===== config.mk =====
export PLATFORM = sky130hd
export DESIGN_NAME = rf_write_arbiter
export DESIGN_NICKNAME = d
export VERILOG_FILES = /design/src/rtl/rf_write_arbiter.sv
export SDC_FILE = /design/constraint.sdc
export NUM_CORES = 1
export LEC_CHECK = 0
export CORE_AREA = 2 2 39 41
export CTS_BUF_LIST = sky130_fd_sc_hd__clkbuf_2
export CTS_CLUSTER_DIAMETER = 30
export DETAILED_ROUTE_END_ITERATION = 16
export DIE_AREA = 0 0 41 43
export HOLD_SLACK_MARGIN = 0.15
export PLACE_DENSITY_LB_ADDON = 0.2
export SLEW_MARGIN = 0
export SYNTH_ARGS = -nofsm -noshare
export SYNTH_HDL_FRONTEND = slang
export SYNTH_SLANG_ARGS = --single-unit

===== constraint.sdc =====
create_clock -name clk -period 1.2 [get_ports clk]
set_input_delay 0.24 -clock clk [delete_from_list [all_inputs] [get_ports clk]]
set_output_delay 0.24 -clock clk [all_outputs]
set_load 0.05 [all_outputs]

===== src/rtl/rf_write_arbiter.sv =====
// Write-port arbiter for the 8-bit 2:1 register-file mux: shifter-priority
// arbitration with a bounded-wait guarantee for the external input path.
module rf_write_arbiter #(
    parameter int ADDR_W   = 3,
    parameter int MAX_WAIT = 4,
    parameter int CNT_W    = 4
) (
    input  logic              clk,
    input  logic              reset,
    input  logic              sh_valid,
    input  logic [ADDR_W-1:0] sh_addr,
    output logic              sh_ready,
    input  logic              in_valid,
    input  logic [ADDR_W-1:0] in_addr,
    output logic              in_ready,
    input  logic              rf_stall,
    output logic              mux_selector,
    output logic              rf_write_en,
    output logic [ADDR_W-1:0] rf_write_addr,
    output logic              starve_force
);

    typedef enum logic [0:0] {
        PRIO_SH  = 1'b0,
        FORCE_IN = 1'b1
    } state_t;

    localparam logic [CNT_W-1:0] MAX_CNT = CNT_W'(MAX_WAIT);
    localparam logic [CNT_W-1:0] CNT_ONE = CNT_W'(1);

    state_t           state_q;
    state_t           state_d;
    logic [CNT_W-1:0] wait_cnt_q;
    logic [CNT_W-1:0] wait_cnt_d;
    logic             sel_q;
    logic             sel_d;
    logic             grant_sh_s;
    logic             grant_in_s;

    // State register: FSM state, wait counter and last-writer select.
    always_ff @(posedge clk) begin
        if (reset) begin
            state_q    <= PRIO_SH;
            wait_cnt_q <= {CNT_W{1'b0}};
            sel_q      <= 1'b0;
        end else begin
            state_q    <= state_d;
            wait_cnt_q <= wait_cnt_d;
            sel_q      <= sel_d;
        end
    end

    // Arbitration: no grant under reset or stall; FORCE_IN flips the priority.
    always_comb begin
        grant_sh_s = 1'b0;
        grant_in_s = 1'b0;
        if (reset || rf_stall) begin
            grant_sh_s = 1'b0;
            grant_in_s = 1'b0;
        end else begin
            case (state_q)
                PRIO_SH: begin
                    if (sh_valid) begin
                        grant_sh_s = 1'b1;
                    end else if (in_valid) begin
                        grant_in_s = 1'b1;
                    end else begin
                        grant_sh_s = 1'b0;
                    end
                end
                FORCE_IN: begin
                    if (in_valid) begin
                        grant_in_s = 1'b1;
                    end else if (sh_valid) begin
                        grant_sh_s = 1'b1;
                    end else begin
                        grant_in_s = 1'b0;
                    end
                end
                default: begin
                    grant_sh_s = 1'b0;
                    grant_in_s = 1'b0;
                end
            endcase
        end
    end

    // Next state: counter saturates at MAX_CNT, stall freezes everything.
    always_comb begin
        state_d    = state_q;
        wait_cnt_d = wait_cnt_q;
        sel_d      = sel_q;
        if (rf_stall) begin
            state_d    = state_q;
            wait_cnt_d = wait_cnt_q;
        end else if (grant_in_s) begin
            state_d    = PRIO_SH;
            wait_cnt_d = {CNT_W{1'b0}};
            sel_d      = 1'b1;
        end else begin
            if (grant_sh_s) begin
                sel_d = 1'b0;
            end else begin
                sel_d = sel_q;
            end
            // A withdrawn input in FORCE_IN cannot be served; start over.
            if ((state_q == FORCE_IN) && !in_valid) begin
                state_d    = PRIO_SH;
                wait_cnt_d = {CNT_W{1'b0}};
            end else if (grant_sh_s && in_valid) begin
                if (wait_cnt_q < MAX_CNT) begin
                    wait_cnt_d = wait_cnt_q + CNT_ONE;
                    if ((wait_cnt_q + CNT_ONE) == MAX_CNT) begin
                        state_d = FORCE_IN;
                    end else begin
                        state_d = state_q;
                    end
                end else begin
                    wait_cnt_d = wait_cnt_q;
                end
            end else begin
                wait_cnt_d = wait_cnt_q;
            end
        end
    end

    // Outputs: zero-latency handshake, mux select follows the winner or holds.
    always_comb begin
        sh_ready      = grant_sh_s;
        in_ready      = grant_in_s;
        rf_write_en   = grant_sh_s | grant_in_s;
        rf_write_addr = {ADDR_W{1'b0}};
        mux_selector  = sel_q;
        starve_force  = 1'b0;
        if (grant_sh_s) begin
            rf_write_addr = sh_addr;
        end else if (grant_in_s) begin
            rf_write_addr = in_addr;
        end else begin
            rf_write_addr = {ADDR_W{1'b0}};
        end
        if (reset) begin
            mux_selector = 1'b0;
            starve_force = 1'b0;
        end else begin
            if (grant_in_s) begin
                mux_selector = 1'b1;
            end else if (grant_sh_s) begin
                mux_selector = 1'b0;
            end else begin
                mux_selector = sel_q;
            end
            starve_force = (state_q == FORCE_IN);
        end
    end

endmodule


* After elaboration in Yosys (flattened, before gate mapping)
Index checks and enable logic that the tools add are counted.
Word-level totals: register bits after elaboration 6, logic and storage cells 41
Cells by class: add/subtract/negate cells 1, order comparisons 1, eq/ne operators 1, mux-type cells 23, bitwise logic cells 3, reductions and logical operators 9
Operators by type and width (number):
- $mux W4 | 4
- $mux W1 | 15
- $reduce_bool A3 Y1 | 3
- $mux W3 | 2
- $add A4 B1 Y4 const B | 1
- $eq A4 B3 Y1 const B | 1
- $lt A4 B3 Y1 const B | 1
- $pmux W1 S2 | 2
- $reduce_and A4 Y1 | 1
- $reduce_and A3 Y1 | 1
- $logic_and A1 B1 Y1 | 2
- $not A1 Y1 | 2
- $logic_not A1 Y1 | 1
- $logic_or A1 B1 Y1 | 1
- $or A1 B1 Y1 | 1

* Longest topological paths before layout
Gate-level depths: netlist of the first run.
word-level depth 8, gate-level depth with buffers 5, mapped depth without buffers 5

* Least setup slack after synthesis of the first run
No wires, ideal clock.
path kind register to output, from reg state_q, to out rf_write_addr[0], data arrival time 1970 ps, setup slack -1010 ps, cell stages (with the launch flop) 4, cell sequence dfxtp_1 nor2b_1 nor2_1 a22o_1
On the way: cells in the longest elaborated chain, start to end 5, elaborated cells between the ends (all ways) 7, those cells by class mux (6); bitwise (1)
RTL lines:
- from (decl) | RTL line 31 | state_t state_q;
- from (signal assigned) | RTL line 47 | state_q <= state_d;
- $not A1 Y1
- $pmux W1 S2 * | RTL line 61 | case (state_q)
- $mux W1 * | RTL line 57 | if (reset || rf_stall) begin
- named net in_ready | RTL line 15 | output logic in_ready,
- $mux W3 * | RTL line 137 | end else if (grant_in_s) begin
- $mux W3 * | RTL line 135 | if (grant_sh_s) begin
- to (decl) | RTL line 19 | output logic [ADDR_W-1:0] rf_write_addr,
The timed path passes the listed nets; every way through them passes the cells marked *.

* Worst setup path after layout of the first run
from in in_valid, to out rf_write_addr[1]
On the way: cells in the longest elaborated chain, start to end 6, elaborated cells between the ends (all ways) 9, those cells by class mux (9)
RTL lines:
- from (decl) | RTL line 13 | input logic in_valid,
- $mux W1 | RTL line 65, 72
- $mux W1 | RTL line 63 | if (sh_valid) begin
- $pmux W1 S2 | RTL line 61
- $mux W1 | RTL line 57
- $mux W3 | RTL line 137
- $mux W3 * | RTL line 135
Every way passes the cells marked *; elsewhere a longest branch is shown, timed or not.

==> results of run 1 <==
[stage by stage]
stage	power, mW	instances	cell area [µm²]	util, %
after detailed placement	0.453	98	845	61.0
after global routing	0.646	107	978	70.7
after CTS	0.600	104	927	67.0
final	0.613	107	978	70.7
after floorplan	0.325	49	464	-
after global placement	0.451	98	845	61.0
[state kept, by name, indices dropped and copies added (netlist names)]
name,count
wait_cnt_q,4
sel_q,1
state_q,1
[what timing repair did]
action,4_1_cts,5_1_grt
setup endpoints to repair,14,14
pin swaps,5,11
gates resized for setup,16,14
cloned,0,0
setup buffers,3,4
hold buffers,0,0
[worst paths after layout]
check	slack [ns]	cells past startpoint	to	start
min	0.52	3	sel_q	reset
max	-0.40	5	rf_write_addr[1]	in_valid
min reg2reg	0.67	3	wait_cnt_q[3]	wait_cnt_q[3]
max reg2reg	-0.20	6	sel_q	state_q
[cell usage in the layout, fill, tap and decap left out]
master / netlist / layout
clkdlybuf4s15_1: 0 / 1
a2111oi_4: 2 / 2
nor3_1: 3 / 2
nor2_4: 0 / 1
xor2_1: 1 / 1
nor3_2: 0 / 1
ha_4: 0 / 1
o21a_2: 1 / 1
dfxtp_1: 6 / 2
nor2b_4: 0 / 2
nor2_2: 0 / 1
a21oi_1: 2 / 1
buf_6: 0 / 2
clkbuf_2: 0 / 5
ha_1: 2 / 1
and2_4: 1 / 1
or2_4: 1 / 2
nor3b_2: 1 / 1
o21ba_4: 0 / 1
buf_12: 0 / 7
nand2_1: 3 / 3
a22o_4: 0 / 3
nor2b_2: 0 / 3
o21bai_1: 1 / 1
dlygate4sd2_1: 0 / 1
o21ba_1: 2 / 1
nand4_1: 1 / 1
nor2_1: 10 / 8
a41oi_1: 2 / 1
clkdlybuf4s50_1: 0 / 6
a41oi_2: 0 / 1
a21oi_2: 0 / 1
dfxtp_2: 0 / 4
buf_4: 0 / 20
inv_2: 0 / 1
[area by class of cell]
class / count / area, µm² / area share [%]
tap: 16 / 20.0 / 2.05
multi-input combinational: 42 / 413 / 42.2
sequential: 6 / 125 / 12.8
timing repair buffer: 39 / 402 / 41.0
inverter: 1 / 3.75 / 0.384
clock buffer: 3 / 15.0 / 1.53
[power groups by stage]
| stage | clock network, mW | logic, mW | registers [mW] |
|---|---|---|---|
| final | 0.133 | 0.265 | 0.215 |
| after global routing | 0.150 | 0.280 | 0.215 |
| after CTS | 0.138 | 0.250 | 0.212 |
| after detailed placement | 0 | 0.237 | 0.216 |
| after global placement | 0 | 0.235 | 0.216 |
| after floorplan | 0 | 0.106 | 0.220 |
[critical path: cells and delay by family]
family / cells / cell delay (ns)
AO/OA/AOI/OAI: 2 / 0.54
buffers and inverters: 3 / 0.58
[routing by layer]
layer	routed length, µm	vias up	part of all wire [%]	track usage, %
met4	14	0	0.97	2.00
met5	0	-	0	0
met3	90	2	6.2	5.24
met2	772	20	53	25.9
met1	572	247	39	20.6
li1	-	262	-	-
[kinds of logic after synthesis]
family / after synthesis
flops: 6
compound gates: 13
fa+ha+maj: 2
buf+inv: 1
xor+xnor: 1
simple gates: 26
==> qor.txt, run 1 <==
result of the run: finished, violations left
failing checks: negative setup slack
DRT iter0 DRCs: 11
Worst path max stage delay: 0.41 ns
Filler Cells Inserted: 90
ys async rst share: 0%
Antenna Cells: 0
Yosys warning total: 0
Final Max Slew Viols: 0
final RePlAce weighted congestion: 0.748
Syn Area/Cell: 8.99 µm²
Vias: 531
CTS H-tree depth: 1
final wirelength: 1.45 mm
final hold vios: 0
Worst-Skew Late Latency: 0.21 ns
Synth top cells by count: nor2_1 (10), dfxtp_1 (6), nor2b_1 (5)
chip height: 43 µm
DRC viols: 0
pre-CTS WS: -0.653 ns
crit path max fanout: 5
xor/xnor cell area share of the yosys netlist: 1.99%
largest net degree at the start of global routing: 8
Static Leak: 0.426 nW
grt ovf: 0
Slew headroom: 77.2%
post-synthesis cell area: 440 µm²
clock-pin transition on the worst setup and hold timing paths: 0.06 ns
vias per cell: 4.96
internal power: 0.419 mW
worst hold margin: 0.516 ns
Post-Syn Instances: 49
min-delay worst type: in2reg
syn_nets: 62
Max Freq: 0.625 GHz
setup TNS: -3.32 ns
clock power share: 21.6%
antenna violations before repair: 0
Critical Path RT: 0.96 ns
first-pass GRT wire length: 2.00 mm
simple-gate share of the synthesized area: 31.3%
post-synthesis cell type count: 20
share of cells above drive strength 1: 67.0%
crit-path cells: clkdlybuf4s15_1, a2111oi_4, buf_4, a22o_4, buf_12
Final Cycle Share: 133%
Avg WL per Cell: 13.5 µm
maximum clock path buffer count: 2
max cap viols: 0
die width: 41 µm
multiplexer area fraction after synthesis: 0%
Pwr Density: 626 mW/mm²
total CTS buffers: 3
largest family of logic cells by synthesized area: compound AO/OA/AOI/OAI gates
CTS root buffer: clkbuf_2
area grow syn2layout: 122%
Post-Synth Adder-Cell Area: 5.68%
CP Launch Type: input pin
post-synthesis sequential area ratio: 27.3%
Detail Route Antenna Nets: 0
Max VDD drop: 0.713 mV
area leader, netlist: dfxtp_1
nets: 106
die area: 0.00176 mm²
number of flops mapped to enable cells by yosys: 0
vias in the first global route: 487
gr usage total: 16.0%
Core ar.: 0.00138 mm²
clk_skew: 0.00340 ns
critical path type: in2out
CTS tree: yes
top-area cell type share of the netlist area: 27.3%
dpl hpwl: 950 µm
top-count cell post-synth: nor2_1
Synth area leaders: dfxtp_1 (27%), a2111oi_4 (13%), nor2_1 (8.5%), nor2b_1 (7.1%), a22o_1 (6.0%)
sequential share of power: 35.1%
Comb pwr share: 43.3%
Critical Path AT: 1.36 ns
Ports: 19
RSZ-0062 raised after global routing: yes
#FFs+latches synth: 6
min Tclk post-route: 1.60 ns
slowest CP cell: a2111oi_4
Pre-antenna DRT Iters: 4
worst slew pin tran: 0.342 ns
CP endpoint kind: output port
Switching Share: 31.6%
Psw: 0.194 mW
Core Rows: 14
Initial Util: 31.8%
CTS Sinks: 6
input/output buffers: 18
setup ws final: -0.401 ns
Synth Area in Compound Gates: 33.0%
top_reg_cell synth: dfxtp_1
Final setup viols: 13
No activity file was read; power rests on OpenSTA's default activity.
==> inputs of run 2 (changes only) <==
SLEW_MARGIN = not set   (was 0)
==> results of run 2 <==
No change in the layout: final DEF, timing and power equal those of run 1.
